==> config.mk <==
export PLATFORM = sky130hd
export DESIGN_NAME = add_result_accum
export DESIGN_NICKNAME = d
export VERILOG_FILES = /design/src/rtl/add_result_accum_pkg.sv /design/src/rtl/acc_ripple_add.sv /design/src/rtl/add_result_accum.sv
export SDC_FILE = /design/constraint.sdc
export NUM_CORES = 1
export LEC_CHECK = 0
export BUFFER_PORTS_ARGS = -buffer_cell sky130_fd_sc_hd__buf_2
export CAP_MARGIN = 0
export CORE_MARGIN = 2
export CORE_UTILIZATION = 51
export DETAILED_ROUTE_END_ITERATION = 8
export PLACE_DENSITY = 0.81
export SLEW_MARGIN = 20
export SYNTH_ARGS = -nofsm -noshare
export SYNTH_HDL_FRONTEND = slang
export SYNTH_SLANG_ARGS = --single-unit
==> constraint.sdc <==
create_clock -name clk -period 8.7 [get_ports clk]
set_input_delay 1.74 -clock clk [delete_from_list [all_inputs] [get_ports clk]]
set_output_delay 1.74 -clock clk [all_outputs]
set_load 0.02 [all_outputs]
==> src/rtl/add_result_accum_pkg.sv <==
// Shared types and defaults for the adder-result burst accumulator.
// Optional saturation is selected with ADD_RESULT_ACCUM_SAT_EN.
package add_result_accum_pkg;

  localparam int DATA_W_DEF    = 8;
  localparam int ACC_W_DEF     = 12;
  localparam int BURST_LEN_DEF = 4;

  typedef enum logic [0:0] {
    ST_ACCUM = 1'b0,
    ST_EMIT  = 1'b1
  } state_e;

  // Counter must hold values 0..BURST_LEN inclusive.
  function automatic int cnt_w(input int burst_len);
    return $clog2(burst_len + 1);
  endfunction

endpackage

==> src/rtl/acc_ripple_add.sv <==
// W-bit ripple-carry adder with carry-out, one full-add cell per bit.
module acc_ripple_add #(
  parameter int W = 12
) (
  input  logic [W-1:0] a_i,
  input  logic [W-1:0] b_i,
  output logic [W-1:0] sum_o,
  output logic         cout_o
);

  logic [W:0] carry;

  assign carry[0] = 1'b0;

  for (genvar i = 0; i < W; i++) begin : g_fa
    assign sum_o[i]     = a_i[i] ^ b_i[i] ^ carry[i];
    assign carry[i + 1] = (a_i[i] & b_i[i]) | (carry[i] & (a_i[i] ^ b_i[i]));
  end

  assign cout_o = carry[W];

endmodule

==> src/rtl/add_result_accum.sv <==
// Accumulates BURST_LEN adder results (or a flushed partial burst) and emits the total.
// Define ADD_RESULT_ACCUM_SAT_EN to saturate the total on overflow instead of wrapping.
//
// Handshakes: a transfer happens on a rising edge where valid and ready are both 1;
// valid never depends on ready, and payload stays stable while valid is held.
module add_result_accum
  import add_result_accum_pkg::*;
#(
  parameter  int DATA_W    = DATA_W_DEF,
  parameter  int ACC_W     = ACC_W_DEF,
  parameter  int BURST_LEN = BURST_LEN_DEF,
  localparam int CNT_W     = cnt_w(BURST_LEN)
) (
  input  logic              clk,
  input  logic              rst,
  input  logic              in_valid,
  output logic              in_ready,
  input  logic [DATA_W-1:0] in_sum,
  input  logic              in_cout,
  input  logic              flush,
  output logic              out_valid,
  input  logic              out_ready,
  output logic [ACC_W-1:0]  out_total,
  output logic [CNT_W-1:0]  out_count,
  output logic              out_ovf,
  output state_e            dbg_state
);

  state_e             state_q, state_d;
  logic [ACC_W-1:0]   acc_q, acc_d;
  logic [CNT_W-1:0]   cnt_q, cnt_d;
  logic               ovf_q, ovf_d;

  logic [ACC_W-1:0]   value;
  logic [ACC_W-1:0]   sum_w;
  logic               carry_w;
  logic [ACC_W-1:0]   acc_next;
  logic               accept;

  assign value    = ACC_W'({in_cout, in_sum});
  assign in_ready = (state_q == ST_ACCUM) && !rst;
  assign accept   = in_valid && in_ready;

  acc_ripple_add #(.W(ACC_W)) u_add (
    .a_i    (acc_q),
    .b_i    (value),
    .sum_o  (sum_w),
    .cout_o (carry_w)
  );

`ifdef ADD_RESULT_ACCUM_SAT_EN
  // Once saturated, the total stays pinned at all-ones until the burst is emitted.
  assign acc_next = (carry_w || ovf_q) ? '1 : sum_w;
`else
  assign acc_next = sum_w;
`endif

  always_comb begin
    state_d = state_q;
    acc_d   = acc_q;
    cnt_d   = cnt_q;
    ovf_d   = ovf_q;
    case (state_q)
      ST_ACCUM: begin
        if (accept) begin
          acc_d = acc_next;
          cnt_d = cnt_q + CNT_W'(1);
          ovf_d = ovf_q | carry_w;
        end
        // A flush only closes a burst that holds at least one sample after this edge.
        if ((accept && (cnt_q == CNT_W'(BURST_LEN - 1))) ||
            (flush && (accept || (cnt_q != '0)))) begin
          state_d = ST_EMIT;
        end
      end
      ST_EMIT: begin
        if (out_ready) begin
          state_d = ST_ACCUM;
          acc_d   = '0;
          cnt_d   = '0;
          ovf_d   = 1'b0;
        end
      end
      default: state_d = ST_ACCUM;
    endcase
  end

  always_ff @(posedge clk) begin
    if (rst) begin
      state_q <= ST_ACCUM;
      acc_q   <= '0;
      cnt_q   <= '0;
      ovf_q   <= 1'b0;
    end else begin
      state_q <= state_d;
      acc_q   <= acc_d;
      cnt_q   <= cnt_d;
      ovf_q   <= ovf_d;
    end
  end

  assign out_valid = (state_q == ST_EMIT);
  assign out_total = acc_q;
  assign out_count = cnt_q;
  assign out_ovf   = ovf_q;
  assign dbg_state = state_q;

endmodule

## Yosys cells after proc, flatten, opt, wreduce, memory -nomap -nowiden

Index checks and enable logic that the tools add are counted.

- Bits in registers: 17
- Output and inout port bits: 19
- Word-level logic and storage cells: 79
- Bits of input ports: 14

- Reduce and logical (&&, ||, !) cells: 9
- $add $sub $neg: 1
- Equal/unequal tests: 3
- Bitwise logic cells: 50
- Multiplexer cells: 12

Operators with widths:

| kind | number |
|---|---|
| $mux 12 | 2 |
| $pmux 12 s2 | 1 |
| $and 1x1->1 | 20 |
| $xor 1x1->1 | 20 |
| $or 1x1->1 | 9 |
| $mux 3 | 2 |
| $pmux 3 s2 | 1 |
| $logic_and 1x1->1 | 4 |
| $mux 1 | 4 |
| $ne 2x2->1 const B | 2 |
| $pmux 1 s2 | 2 |
| $add 3x1->3 const B | 1 |
| $eq 3x2->1 const B | 1 |
| $reduce_bool 3->1 | 1 |
| $logic_or 1x1->1 | 2 |
| $reduce_and 2->1 | 1 |
| $logic_not 1->1 | 1 |
| $not 1->1 | 1 |

## Logic depth before layout (Yosys ltp)

Gate-level depths: netlist (run 1).

- Depth after elaboration: 23
- Depth in mapped cells: 16

## Hierarchy

A second synthesis (run 1) with hierarchy kept.

- Cells, all modules: 81
- Area total of the unflattened synthesis: 934.6 um^2

By module, submodules not included:

| module | area an instance (um^2) | cells an instance | times used | seq. area each (um^2) |
|---|---|---|---|---|
| add_result_accum | 664.4 | 59 | 1 | 340.3 |
| acc_ripple_add | 270.3 | 22 | 1 | 0.0 |

## Least setup slack after synthesis (run 1)

OpenSTA, ideal clock, no wires.

- Kind: input port to flip-flop
- Start point: input port in_sum[0]
- End point: register acc_q[11] (netlist: out_total[11])
- Setup time: 0.117 ns
- Stages: 15
- Arrival: 5.229 ns
- Setup slack: 3.354 ns
- Cell sequence: ha_1 -> fa_1 -> inv_1 -> fa_1 -> fa_1 -> fa_1 -> fa_1 -> fa_1 -> fa_1 -> inv_1 -> fa_1 -> ha_1 -> ha_1 -> ha_1 -> a22o_2

- Longest elaborated chain between the ends: 22

RTL lines:

| what | line | text |
|---|---|---|
| start, declared | add_result_accum.sv:18 | `input logic [DATA_W-1:0] in_sum,` |
| $and 1x1->1 (2 in series) | acc_ripple_add.sv:17 | `assign carry[i + 1] = (a_i[i] & b_i[i]) \| (carry[i] & (a_i[i] ^ b_i[i]));` |
| $or 1x1->1 | acc_ripple_add.sv:17 |  |
| $and 1x1->1 | acc_ripple_add.sv:17 |  |
| $or 1x1->1 | acc_ripple_add.sv:17 |  |
| $and 1x1->1 | acc_ripple_add.sv:17 |  |
| $or 1x1->1 | acc_ripple_add.sv:17 |  |
| $and 1x1->1 | acc_ripple_add.sv:17 |  |
| $or 1x1->1 | acc_ripple_add.sv:17 |  |
| [... 4 more ...] | - |  |
| $and 1x1->1 | acc_ripple_add.sv:17 |  |
| $or 1x1->1 | acc_ripple_add.sv:17 |  |
| $and 1x1->1 | acc_ripple_add.sv:17 |  |
| $or 1x1->1 | acc_ripple_add.sv:17 |  |
| $and 1x1->1 (2 in series) | acc_ripple_add.sv:17 |  |
| $xor 1x1->1 | acc_ripple_add.sv:16 | `assign sum_o[i] = a_i[i] ^ b_i[i] ^ carry[i];` |
| $mux 12 | add_result_accum.sv:65 | `if (accept) begin` |
| $pmux 12 s2 | add_result_accum.sv:63 | `case (state_q)` |
| end signal, assigned | add_result_accum.sv:91 | `acc_q <= '0;` |
| end signal, assigned | add_result_accum.sv:96 | `acc_q <= acc_d;` |
| end, declared | add_result_accum.sv:30 | `logic [ACC_W-1:0] acc_q, acc_d;` |

No other way between the ends. The select of a mux whose other input is x is not followed.
A chain may end at the register's enable or synchronous reset.

## Worst setup path after layout (run 1)

Ends and elaborated chain as after synthesis.

==> run summary, run 1 <==
Starting Density - 53.3%
Clk slew on worst S/H paths - 100 ps
Detailed placement HPWL - 1.22 mm
Seq/Total Area, Yosys - 37.4%
Die ar. - 0.00214 mm^2
CTS max path bufs - 2
Count of pins over their slew limit - 0
Drt via density - 4.85
Clock share of power - 22.4%
Max Fclk - 189 MHz
Skew-Pair Late Insertion Delay - 290 ps
Leak pwr - 0.556 nW
CTS resizes - 0
Vias - 674
CTS root buffer - clkbuf_4
Hold Path Stages - 1
N_diodes - 0
Number of library cell types mapped by synthesis - 19
Core region area - 0.00171 mm^2
Setup TNS - 0 ps
Setup Fix Bufs, Post-CTS - 0
Vias in the first global route - 620
NumNets Final - 144
R2R depth - 15
CTS tree - done
Sink Count - 17
Hold Violations, Final - 0
Status - completed
Power per cell area - 173 mW/mm^2
Min-Delay Path Class - reg2reg
Tot GR Track Use - 17.4%
Syn Nets - 110
Gp weighted congestion - 0.677
Antenna violations before repair - 0
H-tree Lvls - 1
Die width - 46.2 um
Detailed Route Iter0 Violations - 8
First-pass GRT wire length - 2.56 mm
Dpl cells - 135
Reg power frac - 48.5%
Post-Syn Area - 910 um^2
Post-Syn Instances - 81
Area growth, synth to finish - 21.0%
Yosys warns - 0
Switching part of the total power - 33.5%
Die height - 46.2 um
Worst Tran Pin Value - 351 ps
Detail Route Antenna Nets - 0
Largest net degree at the start of global routing - 16
Rel. slew slack - 76.5%
Clk_skew - 5.32 ps
Final WL - 1.62 mm
Wire length per cell - 11.7 um
Final setup viols - 0
Min cycle time layout - 5290 ps
Filler cell count - 151
Sw power - 0.0640 mW
Worst Path Max Fanout - 1
PortBufs - 32
Critical Path End Type - register
Combinational group share of total power - 29.1%
Max_cap viols - 0
Crit path kind - in2reg
RSZ-0062 raised after global routing - false
Row count - 15
Hold Buf Count CTS - 0
Critical path required time - 8890 ps
DRT Pass-1 Iters - 4
Startpoint Class - input port
Period utilisation layout - 60.8%
Synth Register Bits - 17
CP arrival - 5480 ps
Internal - 0.127 mW
# DRC - 0
I/O Pins - 33
CTS buffer count - 3
Overflow after GRT - 0
Layout cell share with drive strength beyond 1 - 41.2%
Worst VDD drop - 0.0992 mV
Fin cells - 139
Mean Syn Cell Area - 11.2 um^2
-- final timing paths --
| path | start | end | slack (ps) |
|---|---|---|---|
| hold reg to reg | out_total[4]$_SDFFE_PP0P_ | out_total[4]$_SDFFE_PP0P_ | 490 |
| hold / removal | out_total[4]$_SDFFE_PP0P_ | out_total[4]$_SDFFE_PP0P_ | 490 |
| setup / recovery | in_sum[0] | out_total[11]$_SDFFE_PP0P_ | 3410 |
| setup reg to reg | out_total[0]$_SDFFE_PP0P_ | out_total[11]$_SDFFE_PP0P_ | 4540 |
-- final cells by class --
cell class                 count  area, um^2  area share, %
timing repair buffer          32         160           14.5
inverter                      18        67.6           6.14
multi-input combinational     43         475           43.2
clock buffer                   4        26.3           2.39
sequential                    17         340           30.9
tap                           25        31.3           2.84
-- placed cells by master, fill, tap and decap left out --
cell type  count
a21o_2         1
a221oi_1       1
a22o_2         7
a22oi_1        1
and2_4         1
buf_2         32
clkbuf_1       1
clkbuf_4       3
dfxtp_1       17
fa_1           8
ha_1           7
inv_1         18
mux2_2         1
nand2_1        2
nand2b_1       1
nor2_1         2
nor2_4         1
nor2b_2        1
nor3_1         2
o2bb2ai_1      7
-- power by group through the flow --
| stage | sequential, mW | combinational, mW | clock (mW) |
|---|---|---|---|
| finish | 0.0926 | 0.0556 | 0.0427 |
| global route | 0.0939 | 0.0624 | 0.0467 |
| CTS | 0.0926 | 0.0566 | 0.0431 |
| detailed placement | 0.0944 | 0.0553 | 0 |
| global placement | 0.0939 | 0.0529 | 0 |
| floorplan | 0.103 | 0.0296 | 0 |
-- flip-flops by register name, summed over array words and instances, names as in the netlist --
signal	count
dbg_state	1
out_count	3
out_ovf	1
out_total	12
-- metrics by stage --
step / area (um^2) / hold WS, ps / power, mW / setup slack [ps] / util [%]
2_1_floorplan: 910 / 554 / 0.133 / 3350 / -
3_3_place_gp: 1070 / 465 / 0.147 / 3150 / 62.9
3_5_place_dp: 1070 / 477 / 0.150 / 3100 / 62.9
4_1_cts: 1100 / 492 / 0.192 / 3380 / 64.5
5_1_grt: 1100 / 513 / 0.203 / 3300 / 64.5
6_report: 1100 / 492 / 0.191 / 3410 / 64.5
-- worst max-delay path: stages --
cell    delay, ps
buf_2          80
ha_1          150
fa_1          160
inv_1          50
fa_1          380
fa_1          390
fa_1          390
fa_1          390
fa_1          410
fa_1          370
inv_1          80
fa_1          160
ha_1          140
ha_1          140
ha_1          220
a22o_2        230
-- metal layers --
| layer | wire length [um] | global-route usage (%) | up-vias |
|---|---|---|---|
| met2 | 712 | 26.9 | 29 |
| met3 | 83 | 5.10 | 8 |
| met4 | 68 | 12.0 | 0 |
| met1 | 757 | 20.6 | 305 |
| met5 | 0 | 0 | - |
| li1 | - | - | 332 |
-- synthesized netlist by cell type --
cell	n	area, um^2
inv_1	18	67.6
dfxtp_1	17	340
fa_1	8	160
a22o_2	7	70.1
ha_1	7	87.6
o2bb2ai_1	7	61.3
buf_4	2	15.0
nand2_1	2	7.51
nor2_1	2	7.51
nor3_1	2	10.0
a21o_2	1	8.76
a221oi_1	1	8.76
a22oi_1	1	7.51
and2_4	1	8.76
buf_6	1	11.3
mux2_2	1	11.3
nand2b_1	1	6.26
nor2_4	1	11.3
nor2b_2	1	8.76
-- kinds of logic (layout without fill, tap and decap cells) --
logic type	after synthesis	in the layout	share of synthesized area, %
AO/OA/AOI/OAI	17	17	17.2
adder cells (fa/ha/maj)	15	15	27.2
buffers and inverters	21	54	10.3
flip-flops	17	17	37.4
multiplexers	1	1	1.24
AND/OR/NAND/NOR	10	10	6.60
Note: power is estimated with default switching activity, not from simulation.
==> run 2, diff against run 1 <==
--- a/config.mk
+++ b/config.mk
@@ -5,12 +5,14 @@
 export SDC_FILE = /design/constraint.sdc
 export NUM_CORES = 1
 export LEC_CHECK = 0
+export ABC_AREA = 1
 export BUFFER_PORTS_ARGS = -buffer_cell sky130_fd_sc_hd__buf_2
 export CAP_MARGIN = 0
+export CORE_ASPECT_RATIO = 0.6
 export CORE_MARGIN = 2
-export CORE_UTILIZATION = 51
+export CORE_UTILIZATION = 44
 export DETAILED_ROUTE_END_ITERATION = 8
-export PLACE_DENSITY = 0.81
+export PLACE_DENSITY = 0.73
 export SLEW_MARGIN = 20
 export SYNTH_ARGS = -nofsm -noshare
 export SYNTH_HDL_FRONTEND = slang
==> constraint.sdc (replaced) <==
create_clock -name clk -period 4.45 [get_ports clk]
set_input_delay 0.89 -clock clk [delete_from_list [all_inputs] [get_ports clk]]
set_output_delay 0.89 -clock clk [all_outputs]
set_load 0.02 [all_outputs]
==> run summary, run 2 <==
Post-layout power - 0.408 mW
DRT Pass-1 Iters - 4
Die ar. - 0.00260 mm^2
Mean Syn Cell Area - 8.79 um^2
Status - completed
Seq/Total Area, Yosys - 35.2%
Hold Buf Count CTS - 0
Final setup viols - 0
Starting Density - 45.7%
I/O Pins - 33
Yosys warns - 0
Area growth, synth to finish - 18.8%
Asr flop ratio synth - 0%
Core region area - 0.00211 mm^2
Skew-Pair Late Insertion Delay - 290 ps
Max_cap viols - 0
Detailed placement HPWL - 1.39 mm
Crit-path most repeated cell - fa_1
Most common cell after layout, fill and taps aside - buf_2
Min-Delay Path Class - reg2reg
Clk_skew - 11.3 ps
Wire length per cell - 9.96 um
Clock share of power - 19.9%
PortBufs - 32
Number of library cell types mapped by synthesis - 18
Worst path slowest cell - fa_1
EDFF count, synth - 0
Commonest non-fill, non-tap cells in the layout - buf_2 (32), inv_1 (20), nand2_1 (20)
Largest register FFs - 12
CP Cell Sequence - buf_2, ha_1, fa_1, inv_1, fa_1, fa_2, fa_1, fa_1, fa_1, fa_1, inv_1, fa_1, ha_1, ha_1, ha_1, nand2_1, nand2_1
CTS max path bufs - 2
Largest net degree at the start of global routing - 26
CTS resizes - 0
Post-Syn Instances - 110
Die height - 40.3 um
Fin area - 0.00115 mm^2
NumNets Final - 172
Top cells by count, synth - inv_1 (20), nand2_1 (20), dfxtp_1 (17)
Synth top area cells - dfxtp_1 (35%), fa_1 (17%), ha_1 (9.1%)
First-pass GRT wire length - 3.05 mm
Vias - 771
RSZ-0062 raised after global routing - false
Final WL - 1.71 mm
Reg power frac - 46.4%
Internal - 0.259 mW
Tot GR Track Use - 16.1%
Worst VDD drop - 0.189 mV
Leak pwr - 0.619 nW
Worst Path Max Fanout - 1
Detail Route Antenna Nets - 0
Detailed Route Iter0 Violations - 27
Met3 usage - 6.74%
Setup Fix Bufs, Post-CTS - 0
CTS tree - done
Min cycle time layout - 4260 ps
Critical Path End Type - register
# DRC - 0
Filler cell count - 210
GR peak layer - met2
Power per cell area - 355 mW/mm^2
Row count - 13
Setup WS pre-CTS - -199 ps
Switching part of the total power - 36.6%
Period utilisation layout - 95.6%
Yosys top cell by area - dfxtp_1
GR Util met1 - 18.9%
Top cell type's share of synthesized area - 35.2%
Bufs and invs on worst path - 3
Synth Register Bits - 17
N_diodes - 0
Max Fclk - 235 MHz
Post-Syn Area - 967 um^2
Vias in the first global route - 741
Gp weighted congestion - 0.748
Routing usage on met2 - 28.9%
Clk slew on worst S/H paths - 110 ps
Overflow after GRT - 0
Drt via density - 4.48
Syn Nets - 139
Rel. slew slack - 82.0%
Count of pins over their slew limit - 0
Sw power - 0.149 mW
Setup TNS - 0 ps
Die width - 64.5 um
Sink Count - 17
Setup WS post-layout - 194 ps
CTS buffer count - 3
H-tree Lvls - 1
Commonest register cell after synthesis - dfxtp_1
Crit path kind - in2reg
Startpoint Class - input port
Max stage delay on crit path - 380 ps
CP delay by family, top - adder cells
Layout cell share with drive strength beyond 1 - 31.0%
Worst Tran Pin Value - 269 ps
CTS root buffer - clkbuf_4
Combinational group share of total power - 33.7%
CP arrival - 4440 ps
Hold Violations, Final - 0
Antenna violations before repair - 0
Critical path required time - 4630 ps
Area after DPL - 0.00112 mm^2
-- run 2: cell count changes after synthesis, moves of 3 or more --
| cell | delta |
|---|---|
| nand2_1 | +18 |
| nand3_1 | +14 |
| a21oi_1 | +3 |
| a22o_2 | -7 |
| o2bb2ai_1 | -7 |
| o21ai_1 | +6 |
-- run 2: metrics by stage --
stage / util [%] / hold slack, ps / std cells
2_1_floorplan: - / 524 / 110
3_3_place_gp: 52.9 / 435 / 168
3_5_place_dp: 52.9 / 449 / 168
4_1_cts: 54.2 / 466 / 172
5_1_grt: 54.3 / 512 / 172
6_report: 54.3 / 467 / 172
-- run 2: power by group through the flow --
| stage | Sequential [mW] | Clock, mW | Combinational, mW |
|---|---|---|---|
| detailed placement | 0.193 | 0 | 0.139 |
| global placement | 0.192 | 0 | 0.134 |
| floorplan | 0.215 | 0 | 0.0759 |
| global route | 0.192 | 0.0936 | 0.159 |
| finish | 0.189 | 0.0813 | 0.137 |
| CTS | 0.190 | 0.0852 | 0.139 |
-- run 2: area by class of cell --
cell class | instances | area (um^2) | area share, %
multi-input combinational | 67 | 499 | 43.5
sequential | 17 | 340 | 29.6
timing repair buffer | 32 | 160 | 13.9
inverter | 22 | 83.8 | 7.30
tap | 30 | 37.5 | 3.27
clock buffer | 3 | 22.5 | 1.96
clock inverter | 1 | 5.00 | 0.436
-- run 2: path summary, 6_finish.rpt --
path,start,slack (ps),end,cells past startpoint
worst max register to register,out_total[0]$_SDFFE_PP0P_,470,out_total[11]$_SDFFE_PP0P_,16
worst min-delay path,out_ovf$_SDFFE_PP0P_,470,out_ovf$_SDFFE_PP0P_,2
worst max-delay path,in_sum[0],190,out_total[11]$_SDFFE_PP0P_,17
worst min register to register,out_ovf$_SDFFE_PP0P_,470,out_ovf$_SDFFE_PP0P_,2
-- run 2: cell families after synthesis --
group                    Yosys count  synth area share (%)
flip-flops                        17                  35.2
AO/OA/AOI/OAI                     10                  5.56
AND/OR/NAND/NOR                   42                  20.2
adder cells (fa/ha/maj)           15                  25.6
buffers and inverters             26                  13.5
-- run 2: layer usage --
metal	wire length [um]	vias up
met5	0	-
met4	8	0
met3	121	2
met2	779	23
met1	804	344
li1	-	402
-- run 2: worst min-delay path, stage by stage, from the launching register on --
cell     delay, ps
dfxtp_1        320
inv_1           50
a21oi_1         60
